--- src/rtl/data_mem_arbiter.sv ---
// Two-port data memory arbiter: port 0 (CPU) has priority, port 1 (DMA) wins after
// STARVE_LIMIT consecutive denied cycles. Read data is registered back to the granted port.
`timescale 1ns/1ps

module data_mem_arbiter #(
    parameter int STARVE_LIMIT = 4,
    parameter int CNT_W        = 4,
    parameter int MODE_W       = 3
) (
    input  logic              clk,
    input  logic              rst_n,

    input  logic              p0_req,
    input  logic [31:0]       p0_addr,
    input  logic [31:0]       p0_wdata,
    input  logic [MODE_W-1:0] p0_mode,
    input  logic              p0_rd,
    input  logic              p0_wr,
    output logic              p0_gnt,
    output logic              p0_rvalid,
    output logic [31:0]       p0_rdata,

    input  logic              p1_req,
    input  logic [31:0]       p1_addr,
    input  logic [31:0]       p1_wdata,
    input  logic [MODE_W-1:0] p1_mode,
    input  logic              p1_rd,
    input  logic              p1_wr,
    output logic              p1_gnt,
    output logic              p1_rvalid,
    output logic [31:0]       p1_rdata,

    output logic [31:0]       mem_addr,
    output logic [31:0]       mem_wdata,
    output logic [MODE_W-1:0] mem_mode,
    output logic              mem_read,
    output logic              mem_write,
    input  logic [31:0]       mem_rdata,

    output logic              starve
);

    typedef enum logic [1:0] {
        OWN_NONE = 2'd0,
        OWN_P0   = 2'd1,
        OWN_P1   = 2'd2
    } owner_e;

    owner_e              owner_q, owner_d;
    logic [CNT_W-1:0]    wait_cnt_q, wait_cnt_d;
    logic                rd_pend_q, rd_pend_d;
    logic [31:0]         p0_rdata_q, p0_rdata_d;
    logic [31:0]         p1_rdata_q, p1_rdata_d;

    logic                starve_s;
    logic                p0_gnt_s, p1_gnt_s;
    logic                sel_rd_s, sel_wr_s;
    logic [31:0]         sel_addr_s, sel_wdata_s;
    logic [MODE_W-1:0]   sel_mode_s;
    logic                mem_read_s, mem_write_s;
    logic                p0_rvalid_s, p1_rvalid_s;

    // Grant decision; rst_n gates grants so nothing reaches memory during reset.
    always_comb begin
        starve_s = (wait_cnt_q == CNT_W'(STARVE_LIMIT));
        p1_gnt_s = rst_n & p1_req & (~p0_req | starve_s);
        p0_gnt_s = rst_n & p0_req & ~p1_gnt_s;
    end

    // Steer the granted port's fields onto the memory bus, zeros when idle.
    always_comb begin
        sel_rd_s    = 1'b0;
        sel_wr_s    = 1'b0;
        sel_addr_s  = 32'd0;
        sel_wdata_s = 32'd0;
        sel_mode_s  = '0;
        if (p1_gnt_s) begin
            sel_rd_s    = p1_rd;
            sel_wr_s    = p1_wr;
            sel_addr_s  = p1_addr;
            sel_wdata_s = p1_wdata;
            sel_mode_s  = p1_mode;
        end else if (p0_gnt_s) begin
            sel_rd_s    = p0_rd;
            sel_wr_s    = p0_wr;
            sel_addr_s  = p0_addr;
            sel_wdata_s = p0_wdata;
            sel_mode_s  = p0_mode;
        end else begin
            sel_rd_s    = 1'b0;
            sel_wr_s    = 1'b0;
        end
        // A write wins when both qualifiers are set.
        mem_write_s = sel_wr_s;
        mem_read_s  = sel_rd_s & ~sel_wr_s;
    end

    // Next-state: starvation counter, owner of this cycle's grant, read capture.
    always_comb begin
        wait_cnt_d = wait_cnt_q;
        owner_d    = OWN_NONE;
        rd_pend_d  = mem_read_s;
        p0_rdata_d = p0_rdata_q;
        p1_rdata_d = p1_rdata_q;

        if (!p1_req || p1_gnt_s) begin
            wait_cnt_d = {CNT_W{1'b0}};
        end else if (wait_cnt_q < CNT_W'(STARVE_LIMIT)) begin
            wait_cnt_d = wait_cnt_q + CNT_W'(1);
        end else begin
            wait_cnt_d = wait_cnt_q;
        end

        if (p1_gnt_s) begin
            owner_d = OWN_P1;
        end else if (p0_gnt_s) begin
            owner_d = OWN_P0;
        end else begin
            owner_d = OWN_NONE;
        end

        // Memory data is combinational, so it is captured at the end of the grant cycle.
        if (mem_read_s && p1_gnt_s) begin
            p1_rdata_d = mem_rdata;
        end else if (mem_read_s && p0_gnt_s) begin
            p0_rdata_d = mem_rdata;
        end else begin
            p0_rdata_d = p0_rdata_q;
            p1_rdata_d = p1_rdata_q;
        end
    end

    // State registers.
    always_ff @(posedge clk or negedge rst_n) begin
        if (!rst_n) begin
            owner_q    <= OWN_NONE;
            wait_cnt_q <= {CNT_W{1'b0}};
            rd_pend_q  <= 1'b0;
            p0_rdata_q <= 32'd0;
            p1_rdata_q <= 32'd0;
        end else begin
            owner_q    <= owner_d;
            wait_cnt_q <= wait_cnt_d;
            rd_pend_q  <= rd_pend_d;
            p0_rdata_q <= p0_rdata_d;
            p1_rdata_q <= p1_rdata_d;
        end
    end

    // Response valid is steered by last cycle's owner.
    always_comb begin
        p0_rvalid_s = 1'b0;
        p1_rvalid_s = 1'b0;
        case (owner_q)
            OWN_P0:  p0_rvalid_s = rd_pend_q;
            OWN_P1:  p1_rvalid_s = rd_pend_q;
            default: begin
                p0_rvalid_s = 1'b0;
                p1_rvalid_s = 1'b0;
            end
        endcase
    end

    assign p0_gnt    = p0_gnt_s;
    assign p1_gnt    = p1_gnt_s;
    assign p0_rvalid = p0_rvalid_s;
    assign p1_rvalid = p1_rvalid_s;
    assign p0_rdata  = p0_rdata_q;
    assign p1_rdata  = p1_rdata_q;
    assign mem_addr  = sel_addr_s;
    assign mem_wdata = sel_wdata_s;
    assign mem_mode  = sel_mode_s;
    assign mem_read  = mem_read_s;
    assign mem_write = mem_write_s;
    assign starve    = starve_s;

endmodule

--- config.mk ---
export PLATFORM = sky130hd
export DESIGN_NAME = data_mem_arbiter
export DESIGN_NICKNAME = d
export VERILOG_FILES = /design/src/rtl/data_mem_arbiter.sv
export SDC_FILE = /design/constraint.sdc
export NUM_CORES = 1
export LEC_CHECK = 0
export ABC_AREA = 1
export CAP_MARGIN = 5
export CORE_AREA = 2 2 122 124
export DETAILED_ROUTE_END_ITERATION = 6
export DIE_AREA = 0 0 124 126
export HOLD_SLACK_MARGIN = 0.03
export PLACE_DENSITY = 0.7
export SLEW_MARGIN = 20
export SYNTH_ARGS = -nofsm -noshare
export SYNTH_HDL_FRONTEND = slang
export SYNTH_SLANG_ARGS = --single-unit
export TNS_END_PERCENT = 5
--- constraint.sdc ---
create_clock -name clk -period 2.7 [get_ports clk]
set_input_delay 0.81 -clock clk [delete_from_list [all_inputs] [get_ports clk]]
set_output_delay 0.81 -clock clk [all_outputs]
set_load 0.02 [all_outputs]
Word level (Yosys, flattened, before mapping)
Index checks and enable logic that the tools add are counted.
Storage, ports and cells
  flip-flop bits (word level): 71
  input bits: 174
  output and inout bits: 138
Operators by class
  add/subtract/negate cells: 1
  magnitude comparators: 1
  eq/ne operators: 3
  multiplexer cells: 16
  bitwise gates (word level): 10
  reduce and logical (&&, ||, !) cells: 6
Operators by type and width (number)
  2-to-1 mux 32 bit: 4
  2-to-1 mux 4 bit: 2
  2-to-1 mux 1 bit: 7
  2-to-1 mux 3 bit: 2
  bitwise AND 1 bit: 5
  adder 4 x 1 -> 4 bit (second input constant): 1
  == test 4 x 3 -> 1 bit (second input constant): 1
  < comparator 4 x 3 -> 1 bit (second input constant): 1
  inverter 1 bit: 4
  == test 2 x 1 -> 1 bit (second input constant): 1
  == test 2 bit (second input constant): 1
  logical AND 1 bit: 2
  2-to-1 mux 2 bit: 1
  AND reduction 2 bit: 1
  nonzero test 2 bit: 1
  logical NOT 1 bit: 1
  logical OR 1 bit: 1
  bitwise OR 1 bit: 1

Logic depth before layout (Yosys ltp)
Gate-level depths: netlist of run 1.
  depth after elaboration: 12
  mapped depth: 12
  mapped depth without buffers: 11

Least setup slack after synthesis of run 1
No wires, ideal clock.
  path kind: input port to output port
  start point: in rst_n
  end point: out mem_addr[0]
  data arrival time: 1.705 ns
  data required time: 1.890 ns
  path slack: 0.185 ns
  stages: 8
  cells stage by stage: nand2_1 inv_1 nand2_4 inv_4 nor2_2 buf_4 buf_4 a22o_1
On the way
  word-level cells in the longest chain between the ends: 6
  elaborated cells on any way between the ends: 7
Ends and longest elaborated chain
  start, declared: RTL line 11  | input logic rst_n,
  bitwise AND 1 bit (2 in series): RTL line 66  | p1_gnt_s = rst_n & p1_req & (~p0_req | starve_s);
  inverter 1 bit: RTL line 67  | p0_gnt_s = rst_n & p0_req & ~p1_gnt_s;
  bitwise AND 1 bit: RTL line 67
  2-to-1 mux 32 bit: RTL line 83  | end else if (p0_gnt_s) begin
  2-to-1 mux 32 bit *: RTL line 77  | if (p1_gnt_s) begin
  end, declared: RTL line 33  | output logic [31:0] mem_addr,
Every way passes the cells marked *; elsewhere a longest branch is shown, timed or not.

Final worst setup path of run 1
  start point: in rst_n
  end point: out mem_wdata[28]
On the way
  word-level cells in the longest chain between the ends: 6
  elaborated cells on any way between the ends: 7
Ends and longest elaborated chain
  bitwise AND 1 bit (2 in series): RTL line 66
  inverter 1 bit: RTL line 67
  bitwise AND 1 bit: RTL line 67
  2-to-1 mux 32 bit: RTL line 83
  2-to-1 mux 32 bit *: RTL line 77
  end, declared: RTL line 34  | output logic [31:0] mem_wdata,
Marked as above.

==> results of run 1 <==
[registers in the layout, summed over array words and instances, names as in the netlist]
signal      count
rd_pend_q       1
p1_rdata       32
wait_cnt_q      4
p0_rdata       32
owner_q         2
[kinds of logic (layout without fill, tap and decap cells)]
group | Yosys count | after routing
flops | 71 | 71
other cells | 0 | 1
compound gates | 70 | 70
fa+ha+maj | 2 | 2
buf+inv | 51 | 383
simple gates | 218 | 218
xor+xnor | 1 | 1
[power breakdown]
part / internal [mW] / switching [mW] / total [mW]
sequential: 1.32 / 0.158 / 1.48
combinational: 0.968 / 0.927 / 1.89
clock: 1.02 / 0.432 / 1.45
[worst register-to-register path, cell delays in order, from the launching register on]
cell                      delay [ns]
sky130_fd_sc_hd__dfrtp_1        0.35
sky130_fd_sc_hd__inv_2          0.06
sky130_fd_sc_hd__ha_4           0.16
sky130_fd_sc_hd__nand3_4        0.07
sky130_fd_sc_hd__nand2_4        0.06
sky130_fd_sc_hd__nand2_4        0.06
sky130_fd_sc_hd__inv_4          0.04
sky130_fd_sc_hd__nor2_4         0.14
sky130_fd_sc_hd__buf_4          0.15
sky130_fd_sc_hd__buf_4          0.10
sky130_fd_sc_hd__buf_4          0.12
sky130_fd_sc_hd__buf_4          0.35
sky130_fd_sc_hd__nand3_2        0.19
sky130_fd_sc_hd__buf_12         0.19
sky130_fd_sc_hd__nand2_1        0.09
sky130_fd_sc_hd__nand2_1        0.05
[layer usage]
metal	up-vias	global-route usage	part of all wire
li1	2136	-	-
met3	26	0.06748	0.067
met1	2272	0.2685	0.37
met5	-	0	0
met2	185	0.4334	0.54
met4	0	0.06675	0.024
[metrics by stage]
stage               worst slack, ns    util  instance area [um2]  hold slack [ns]
finish                      -0.1431  0.5404                 7735           0.4687
global route                -0.2008  0.5404                 7735           0.4844
CTS                         -0.1688  0.5347                 7654           0.4716
detailed placement          -0.8837  0.4965                 7107           0.4577
global placement            -0.8847  0.4965                 7107           0.4526
floorplan                    0.1852       -                 3774           0.5056
[synthesized netlist by cell type, drive strengths merged]
library cell  instances
a22o                 67
clkbuf                1
nand2               138
inv                   9
xor2                  1
dfrtp                71
nand4                64
buf                  41
a21oi                 3
nand3                 7
ha                    2
nor2                  9
[cell usage in the layout (no fill, tap or decap), drive strengths merged]
cell             n
a21oi            3
a22o            67
buf            118
bufinv           4
clkbuf          12
clkdlybuf4s50  236
clkinv           1
dfrtp           71
diode            1
dlygate4sd2      3
ha               2
inv              9
nand2          138
nand3            7
nand4           64
nor2             9
xor2             1
[layout make-up]
class,count,area [um2],share of cell area
multi-input combinational,291,1737,0.2245
timing repair buffer,358,3581,0.4630
inverter,9,36.28,0.004691
antenna,1,2.502,0.0003235
sequential,71,1777,0.2297
tap,184,230.2,0.02976
clock inverter,5,128.9,0.01666
clock buffer,11,242.7,0.03138
[path summary, 6_finish.rpt]
kind	end	cells after the start	start
worst max-delay path	mem_wdata[28]	10	rst_n
worst min-delay path	p1_rdata[17]	2	p1_rdata[17]
worst max register to register	p0_rdata[18]	15	wait_cnt_q[0]
worst min register to register	p1_rdata[17]	2	p1_rdata[17]
max in group asynchronous	p1_rdata[3]	2	rst_n
min in group asynchronous	p0_rdata[7]	2	rst_n
[what timing repair did]
action | CTS | global route
resized for setup | 371 | 22
buffers inserted | 12 | 2
gates cloned | 5 | 1
endpoints found under the setup margin | 71 | 70
pin swaps | 7 | 7
==> summary.md, run 1 <==
| Metric | Value |
|---|---|
| Run status | finished with violations |
| Violations in the final reports | negative setup slack |
| Area of the die | 15620 um2 |
| Std cell rows | 44 |
| CTS Hold Buffers Added | 0 |
| Unique cell type count in the Yosys netlist | 20 |
| Bufs and invs on worst path | 7 |
| IO Count | 312 |
| Fraction of the cycle the final worst path needs | 1.053 |
| Unrepaired setup endpoints after global routing | yes |
| Share of final-layout standard cells stronger than drive strength 1 | 0.2094 |
| Area of the core region | 14310 um2 |
| Share of Yosys cell area claimed by the top area cell type | 0.4708 |
| CTS H-tree lvls | 3 |
| Detailed-router iteration count before antenna repair | 5 |
| Synth Area in Compound Gates | 0.1595 |
| Routed wire length per instance | 20.41 um |
| Final #Nets | 916 |
| Type of destination of the critical path | primary output |
| Final worst setup slack | -0.1431 ns |
| Die X-Extent | 124 um |
| Antenna viol nets, final | 0 |
| Tightest Pin Transition | 0.9013 ns |
| Largest family of logic cells by synthesized area | simple AND/OR/NAND/NOR gates |
| Maximum fanout encountered on the critical timing path | 26 |
| Setup slack on the worst flop-to-flop path | 0.40 ns |
| Clock sink total | 71 |
| CP top delay family | buffers and inverters |
| Total routing resource utilization after global routing | 0.2384 |
| Worst EP arrival | 2.03 ns |
| Mean instance size in the synthesized netlist | 9.137 um2 |
| Initial antenna violation count | 1 |
| Post-synthesis xor/xnor area fraction | 0.002321 |
| Crit path launch type | input port |
| Power per standard cell area | 624.6 nW/um2 |
| Worst slew margin | 0.3991 |
| Initial cell density of the core | 0.2636 |
| Weighted congestion reported at the end of routability-driven placement | 0.9326 |
| Number of CTS-inserted buffers | 9 |
| Remaining design rule violation count | 0 |
| Top area cells in the synthesized netlist | sky130_fd_sc_hd__dfrtp_1, sky130_fd_sc_hd__a22o_1, sky130_fd_sc_hd__nand2_1, sky130_fd_sc_hd__nand4_1, sky130_fd_sc_hd__buf_4 |
| Wire length reported by the detailed router | 18980 um |
| Deepest clock path buffer count | 2 |
| Tightest Hold Check Type | flip-flop to flip-flop |
| Post-synthesis net count | 589 |
| Simple-gate share of the synthesized area | 0.2722 |
| Post-route non-filler standard cell count | 930 |
| Adder-cell share of the synthesized area | 0.006631 |
| Maximum ir drop on the vdd rail | 0.0002694 V |
| Largest area contributor in the synthesized netlist | sky130_fd_sc_hd__dfrtp_1 |
| Type of the worst setup path | input port to primary output |
| Total standard cell area after synthesis | 3774 um2 |
| Filler instances | 1324 |
| Number of buffer cells added on primary ports | 311 |
| First-pass GRT wire length | 27750 um |
| Fin Setup TNS | -5.408 ns |
| Cell count after synthesis | 413 |
| Residual overflow from global routing | 0 |
| Multiplexer fraction of the synthesized cell area | 0 |
| Sequential share of the synthesized area | 0.4708 |
| Setup skew after layout | 0.005610 ns |
| Final Max Tran Viols | 0 |
| Cell-by-cell trace of the critical path | buf_4, nand2_1, inv_2, nand2_4, inv_4, buf_4, buf_12, buf_12, a22o_1, buf_4 |
| Final Hold Fails | 0 |
| Height of the chip | 126 um |
| DP Wirelength | 14100 um |
| Setup violation total in the final timing report | 63 |
| Synth Register Bits | 71 |
| CTS tree | yes |
| Cell Count Post-Placement | 894 |
| Iteration-0 DRC count of the detailed router | 226 |
| DR vias/cell | 4.967 |
| Total power | 4.831 mW |
| MaxCap Viol Count | 0 |
| Via count of the routed design | 4619 |
| Yosys warning total | 0 |
| Static leakage | 3.672 nW |
| Max Clk Rate | 351.7 MHz |
| Area overhead of the layout relative to synthesis | 105.0% |
| Critical Path RT | 1.89 ns |
| Final critical delay including setup and external delays | 2.843 ns |
| Clock edge transition at the registers on the reported setup and hold paths | 0.05 ns |
| Slowest cell on the critical path | sky130_fd_sc_hd__a22o_1 |
| Vias in the first global route | 4752 |
| Most numerous cell on the critical path | sky130_fd_sc_hd__buf_4 |
| CTS root buffer | sky130_fd_sc_hd__clkbuf_16 |
| Maximum number of pins on one net before global-route repair | 72 |
| Skew-Pair Late Insertion Delay | 0.33 ns |
| Worst path max stage delay | 0.26 ns |
(Power assumes the default switching activity.)
==> inputs of run 2 (changes only) <==
--- a/config.mk
+++ b/config.mk
@@ -10,7 +10,6 @@
 export CORE_AREA = 2 2 122 124
 export DETAILED_ROUTE_END_ITERATION = 6
 export DIE_AREA = 0 0 124 126
-export HOLD_SLACK_MARGIN = 0.03
 export PLACE_DENSITY = 0.7
 export SLEW_MARGIN = 20
 export SYNTH_ARGS = -nofsm -noshare
==> results of run 2 <==
Same layout as run 1: the final DEF is identical, and so are final timing and power.
